[config.mk]
export PLATFORM = sky130hd
export DESIGN_NAME = multicycle_control
export DESIGN_NICKNAME = d
export VERILOG_FILES = /design/src/rtl/multicycle_control.sv
export SDC_FILE = /design/constraint.sdc
export NUM_CORES = 1
export LEC_CHECK = 0
export ABC_AREA = 1
export CORE_MARGIN = 5
export CORE_UTILIZATION = 35
export CTS_CLUSTER_SIZE = 30
export DETAILED_ROUTE_END_ITERATION = 10
export GPL_TIMING_DRIVEN = 0
export PLACE_DENSITY = 0.72
export SKIP_LAST_GASP = 1
export SYNTH_ARGS = -nofsm -noshare
export SYNTH_HDL_FRONTEND = slang
export SYNTH_SLANG_ARGS = --single-unit
export TNS_END_PERCENT = 10
[constraint.sdc]
create_clock -name clk -period 2 [get_ports clk]
set_input_delay 0.4 -clock clk [delete_from_list [all_inputs] [get_ports clk]]
set_output_delay 0.4 -clock clk [all_outputs]
set_load 0.01 [all_outputs]
[src/rtl/multicycle_control.sv]
// Multicycle RISC-V control unit: Moore FSM sequencing fetch, decode, memory,
// ALU and branch steps, plus ALUControl and ImmSrc decode. An optional memory
// handshake (MemReady) stretches FETCH, MEMREAD and MEMWRITE.
module multicycle_control #(
  parameter int unsigned MEM_WAIT_EN = 1
) (
  input  logic       clk,
  input  logic       rst_n,
  input  logic [6:0] op,
  input  logic [2:0] funct3,
  input  logic       funct7_5,
  input  logic       Zero,
  input  logic       MemReady,
  output logic       PCWrite,
  output logic       AdrSrc,
  output logic       IRWrite,
  output logic       MemWrite,
  output logic       RegWrite,
  output logic [1:0] ResultSrc,
  output logic [1:0] ALUSrcA,
  output logic [1:0] ALUSrcB,
  output logic [2:0] ALUControl,
  output logic [1:0] ImmSrc,
  output logic       Illegal
);

  typedef enum logic [3:0] {
    StFetch,
    StDecode,
    StMemAdr,
    StMemRead,
    StMemWb,
    StMemWrite,
    StExecR,
    StExecI,
    StAluWb,
    StBeq,
    StJal,
    StTrap
  } state_e;

  typedef enum logic [1:0] {
    AluOpAdd,
    AluOpSub,
    AluOpFunct
  } alu_op_e;

  localparam logic [6:0] OpLoad   = 7'b0000011;
  localparam logic [6:0] OpStore  = 7'b0100011;
  localparam logic [6:0] OpRType  = 7'b0110011;
  localparam logic [6:0] OpIType  = 7'b0010011;
  localparam logic [6:0] OpBranch = 7'b1100011;
  localparam logic [6:0] OpJal    = 7'b1101111;

  state_e     r_state;
  state_e     w_state_next;
  alu_op_e    w_alu_op;
  logic       w_mem_ready;

  // Ungated datapath enables; the write strobes are masked by reset below.
  logic       w_pc_write;
  logic       w_ir_write;
  logic       w_mem_write;
  logic       w_reg_write;
  logic       w_illegal;

  // With the wait feature disabled every memory access completes in one cycle.
  assign w_mem_ready = (MEM_WAIT_EN != 0) ? MemReady : 1'b1;

  // State register; reset aborts whatever instruction is in flight.
  always_ff @(posedge clk or negedge rst_n) begin
    if (!rst_n) begin
      r_state <= StFetch;
    end else begin
      r_state <= w_state_next;
    end
  end

  // Next-state sequencing.
  always_comb begin
    w_state_next = r_state;
    unique case (r_state)
      StFetch: begin
        if (w_mem_ready) w_state_next = StDecode;
      end
      StDecode: begin
        unique case (op)
          OpLoad, OpStore: w_state_next = StMemAdr;
          OpRType:         w_state_next = StExecR;
          OpIType:         w_state_next = StExecI;
          OpBranch:        w_state_next = StBeq;
          OpJal:           w_state_next = StJal;
          default:         w_state_next = StTrap;
        endcase
      end
      StMemAdr:   w_state_next = op[5] ? StMemWrite : StMemRead;
      StMemRead: begin
        if (w_mem_ready) w_state_next = StMemWb;
      end
      StMemWb:    w_state_next = StFetch;
      StMemWrite: begin
        if (w_mem_ready) w_state_next = StFetch;
      end
      StExecR:    w_state_next = StAluWb;
      StExecI:    w_state_next = StAluWb;
      StAluWb:    w_state_next = StFetch;
      StBeq:      w_state_next = StFetch;
      StJal:      w_state_next = StAluWb;
      StTrap:     w_state_next = StTrap;
      default:    w_state_next = StFetch;
    endcase
  end

  // Per-state datapath controls; anything not driven by a state stays 0.
  always_comb begin
    w_pc_write  = 1'b0;
    w_ir_write  = 1'b0;
    w_mem_write = 1'b0;
    w_reg_write = 1'b0;
    w_illegal   = 1'b0;
    AdrSrc      = 1'b0;
    ResultSrc   = 2'b00;
    ALUSrcA     = 2'b00;
    ALUSrcB     = 2'b00;
    w_alu_op    = AluOpAdd;
    unique case (r_state)
      StFetch: begin
        ALUSrcB    = 2'b10;
        ResultSrc  = 2'b10;
        // PC+4 and the instruction latch only once memory has delivered.
        w_ir_write = w_mem_ready;
        w_pc_write = w_mem_ready;
      end
      StDecode: begin
        ALUSrcA = 2'b01;
        ALUSrcB = 2'b01;
      end
      StMemAdr: begin
        ALUSrcA = 2'b10;
        ALUSrcB = 2'b01;
      end
      StMemRead: begin
        AdrSrc = 1'b1;
      end
      StMemWb: begin
        ResultSrc   = 2'b01;
        w_reg_write = 1'b1;
      end
      StMemWrite: begin
        AdrSrc      = 1'b1;
        w_mem_write = 1'b1;
      end
      StExecR: begin
        ALUSrcA  = 2'b10;
        w_alu_op = AluOpFunct;
      end
      StExecI: begin
        ALUSrcA  = 2'b10;
        ALUSrcB  = 2'b01;
        w_alu_op = AluOpFunct;
      end
      StAluWb: begin
        w_reg_write = 1'b1;
      end
      StBeq: begin
        ALUSrcA    = 2'b10;
        w_alu_op   = AluOpSub;
        w_pc_write = Zero;
      end
      StJal: begin
        ALUSrcA    = 2'b01;
        ALUSrcB    = 2'b10;
        w_pc_write = 1'b1;
      end
      StTrap: begin
        w_illegal = 1'b1;
      end
      default: ;
    endcase
  end

  // ALU function select; only R-type (op[5]=1) can request subtract via funct7.
  always_comb begin
    ALUControl = 3'b000;
    unique case (w_alu_op)
      AluOpAdd: ALUControl = 3'b000;
      AluOpSub: ALUControl = 3'b001;
      AluOpFunct: begin
        unique case (funct3)
          3'b000:  ALUControl = (funct7_5 & op[5]) ? 3'b001 : 3'b000;
          3'b010:  ALUControl = 3'b101;
          3'b110:  ALUControl = 3'b011;
          3'b111:  ALUControl = 3'b010;
          default: ALUControl = 3'b000;
        endcase
      end
      default: ALUControl = 3'b000;
    endcase
  end

  // Immediate format follows the opcode alone, independent of state.
  always_comb begin
    ImmSrc = 2'b00;
    unique case (op)
      OpStore:  ImmSrc = 2'b01;
      OpBranch: ImmSrc = 2'b10;
      OpJal:    ImmSrc = 2'b11;
      default:  ImmSrc = 2'b00;
    endcase
  end

  // Reset masks all write strobes combinationally, whatever MemReady does.
  assign PCWrite  = rst_n & w_pc_write;
  assign IRWrite  = rst_n & w_ir_write;
  assign MemWrite = rst_n & w_mem_write;
  assign RegWrite = rst_n & w_reg_write;
  assign Illegal  = rst_n & w_illegal;

endmodule
# Word level (Yosys, flattened, before mapping)
# Cells that the tools add are included.
# word_totals
word_cells,64
output_inout_bits,17
regBits,4
# classes
n_mux,20
eq_ne,25
n_bitwise,6
n_reduce_logical,12
# ops
op,n
4-bit one-hot mux with 7 select lines,1
4-bit one-hot mux with 5 select lines,1
"4-bit by 3-bit == test with 1-bit output, second input constant",4
"4-bit == test, second input constant",4
2-bit one-hot mux with 2 select lines,4
"7-bit by 6-bit == test with 1-bit output, second input constant",2
"7-bit == test, second input constant",2
4-bit two-way mux,3
3-bit one-hot mux with 4 select lines,1
2-bit OR reduction,6
"4-bit by 2-bit == test with 1-bit output, second input constant",2
"7-bit by 2-bit == test with 1-bit output, second input constant",1
"7-bit by 5-bit == test with 1-bit output, second input constant",1
1-bit AND,6
"3-bit == test, second input constant",2
1-bit two-way mux,6
"2-bit inequality test, second input constant",3
2-bit one-hot mux with 3 select lines,1
3-bit one-hot mux with 2 select lines,1
3-bit OR reduction,2
"4-bit by 1-bit == test with 1-bit output, second input constant",1
4-bit logical NOT,1
4-bit OR reduction,1
"3-bit by 2-bit == test with 1-bit output, second input constant",1
other kinds (6),6

# Longest topological paths before layout
# depth
ltp_word,5
ltp_mapped,9
ltp_nobuf,9

# Worst setup path after synthesis
# Ideal clock, no wire load.
# synth_path
path_type,reg-to-output
start,register r_state[2]
end,output port ALUControl[2]
arrival_ps,1464
setup_slack_ps,136
n_path_buf,0
stages_incl_launch_ff,7
cell_sequence,dfrtp_1 inv_1 nor2_2 inv_2 nor2_2 ha_1 nor4_1
# synth_via
elab_chain_len,5
elab_cells_between_ends,8
cone_classes,eq/ne (5); mux (2); reduce/logical (1)
# synth_lines
item,line,text
start: declaration,55,state_e r_state;
start signal: assignment,73,r_state <= StFetch;
start signal: assignment,75,r_state <= w_state_next;
4-bit by 3-bit == test with 1-bit output,126,unique case (r_state)
2-bit OR reduction (no source line),-,
2-bit one-hot mux with 2 select lines (*),126,
2-bit == test / 2-bit by 1-bit == test with 1-bit output (equally long branches),185,unique case (w_alu_op)
3-bit one-hot mux with 2 select lines (*),185,
end: declaration,22,"output logic [2:0] ALUControl,"
# Every way passes the cells marked *; elsewhere a longest branch is shown, timed or not.

# Worst setup path after layout
# layout_path
start,register r_state[2]
end,output port ALUSrcA[1]
# layout_via
elab_chain_len,3
elab_cells_between_ends,9
cone_classes,eq/ne (6); mux (1); reduce/logical (2)
# layout_lines
item,line,text
4-bit == test (tied with other cells),126,
4-bit OR reduction (no source line) / 2-bit OR reduction (equally long branches),-,
2-bit one-hot mux with 2 select lines (*),126,
end: declaration,20,"output logic [1:0] ALUSrcA,"
# Marks and branches as above.

==> out/results.ini <==
[cells_and_area]
layout.nets=158
final_cell_mix=clkdlybuf4s50_1, nand2_1, inv_1
diodes=0
largest_reg_flops=4
layout-drive-gt1-share_pct=29.5
finalNonFillerCells=156
final_cell_area_um2=995
layout_commonest_cell=clkdlybuf4s50_1
post-route-util_pct=58.9
largest-register=r_state
syn_to_final_growth_pct=64.9
top_regs=r_state (4)

[routing]
ant_nets=0
routed_wl_um=1760
drt_iter0_drc=12
vias=766
wl_per_cell_um=11.3
drc=0
drt-pass1-iter-count=4
drt-vias-per-instance=4.91

[timing]
drv_slew=0
fin_crit_sh_pct=112
fin_crit_ps=2230
setup_viol=15
worst_slack_ps=-232
fmax_mhz=448
relSlewSlack_pct=83.0
hold_viol=0
rsz0062_at_grt=true
tns_ps=-2100
worst_pin_slew_ps=255
skew_ps=11.0

[floorplanning]
ios=32
die_w_um=51.5
start_util_pct=35.7
rows=15
core_area_um2=1690
dieArea_um2=2650
die_y_um=51.5

[clock_tree]
cts_buffer_depth=2
cts.sinks=4
cts_buffers=3
htreeDepth=1
cts_root_buf=clkbuf_4
clk_pin_slew_ps=50
cts_tree=built
clk_latency_ps=250

[pwr]
p_per_area_nw_per_um2=1230
ir_drop_mv=0.571
power_leakage_nw=0.509

[setup_path]
cp.required_ps=1600
cp_slowest_cell=clkdlybuf4s50_1
path_buf_inv=4
path_max_fanout=3
worst_path_largest_cell_delay_ps=530
setup.worst_path.class=reg -> out
cp-end-kind=primary output
path_cells=buf_4 -> nor2_4 -> inv_1 -> nor2_2 -> inv_2 -> nand3_1 -> clkdlybuf4s50_1
worstPathArrival_ps=1830
start_kind=register
rr_startpoint=r_state[2]
crit_family=buffers and inverters
crit_start=r_state[2]

[grt]
grt_pass1_wl_um=2770
grt_antenna_before_repair=0
grt_max_degree=7
grt_usage_pct=13.8
grt.overflow.total=0
grt_pass1_vias=693

[run_status]
status=finished with violations
violations=setup timing

[yosys]
yosys.cell_types.count=23
ys_ff_latch=4
syn_area_per_cell_um2=5.91
netlist_instances=102
ys_warn_count=0
synth_nets=119
syn_area_um2=603
ys_seq_area_share_pct=16.6

[placement]
gp_congestion=0.847
portBuffers=31
dp.cells=150
placed_cell_area_um2=935
dpl.hpwl_um=1440

[hold_path]
hp-class=in -> async

[job]
drv_cap=0

==> worst reg2reg max path, delay by kind of cell (launching register included) <==
| kind | cells | cell delay (ps) |
|---|---|---|
| flops | 1 | 430 |
| buf+inv | 3 | 400 |
| simple gates | 6 | 490 |
==> cells by family (layout without fill, tap and decap cells) <==
group / after synthesis / after routing / share of synthesized area, %
AND/OR/NAND/NOR: 60 / 60 / 49.2
buffers and inverters: 24 / 61 / 15.1
AO/OA/AOI/OAI: 12 / 12 / 14.9
flip-flops: 4 / 4 / 16.6
adder cells (fa/ha/maj): 2 / 2 / 4.15
==> cell type report <==
class / count / area (um2)
timing repair buffer: 34 / 325
inverter: 24 / 91.3
clock buffer: 3 / 22.5
fill: 152 / 694
multi-input combinational: 74 / 432
sequential: 4 / 103
tap: 17 / 21.3
==> stage by stage <==
stage | total power, mW | hold WS [ps] | worst slack, ps
floorplan | 0.713 | 104 | 136
CTS | 1.21 | 106 | -213
global route | 1.33 | 110 | -329
detailed placement | 1.05 | 613 | -405
finish | 1.23 | 106 | -232
global placement | 1.04 | 607 | -390
==> path summary, 6_finish.rpt <==
kind,cells after the start,end,slack (ps)
min,1,r_state[3],110
min in group clk,2,r_state[0],620
max in group asynchronous,1,r_state[1],1690
max reg2reg,9,r_state[2],640
min reg2reg,2,r_state[0],620
max,7,ALUSrcA[1],-230
==> metal layers <==
layer / global-route usage, % / up-vias / part of all wire, %
met4: 6.55 / 0 / 1.5
li1: - / 393 / -
met3: 3.44 / 5 / 7.6
met1: 16.5 / 330 / 42
met2: 22.9 / 38 / 49
met5: 0 / - / 0
==> repair_timing <==
item,4_1_cts,5_1_grt
buffers inserted,3,0
gates cloned,0,0
endpoints found under the hold margin,0,0
hold buffers,0,0
setup endpoints to repair,17,17
resized for setup,16,5
pin swaps,2,0
==> where the power goes <==
part	internal (mW)	total [mW]	switching (mW)
sequential	0.125	0.187	0.0615
clock	0.0676	0.107	0.0397
combinational	0.422	0.931	0.509
==> cells in the mapped netlist (all sizes together) <==
library cell / count / area, um2
a211oi: 1 / 12.5
a21oi: 4 / 23.8
and3: 1 / 6.26
clkinv: 1 / 5.00
dfrtp: 4 / 100
ha: 2 / 25.0
inv: 23 / 86.3
nand2: 28 / 128
nand3: 6 / 30.0
nand4: 1 / 6.26
nor2: 20 / 105
nor3: 3 / 15.0
nor4: 1 / 6.26
o211ai: 3 / 22.5
o21ai: 3 / 22.5
o2bb2ai: 1 / 8.76
(Power assumes the default switching activity.)
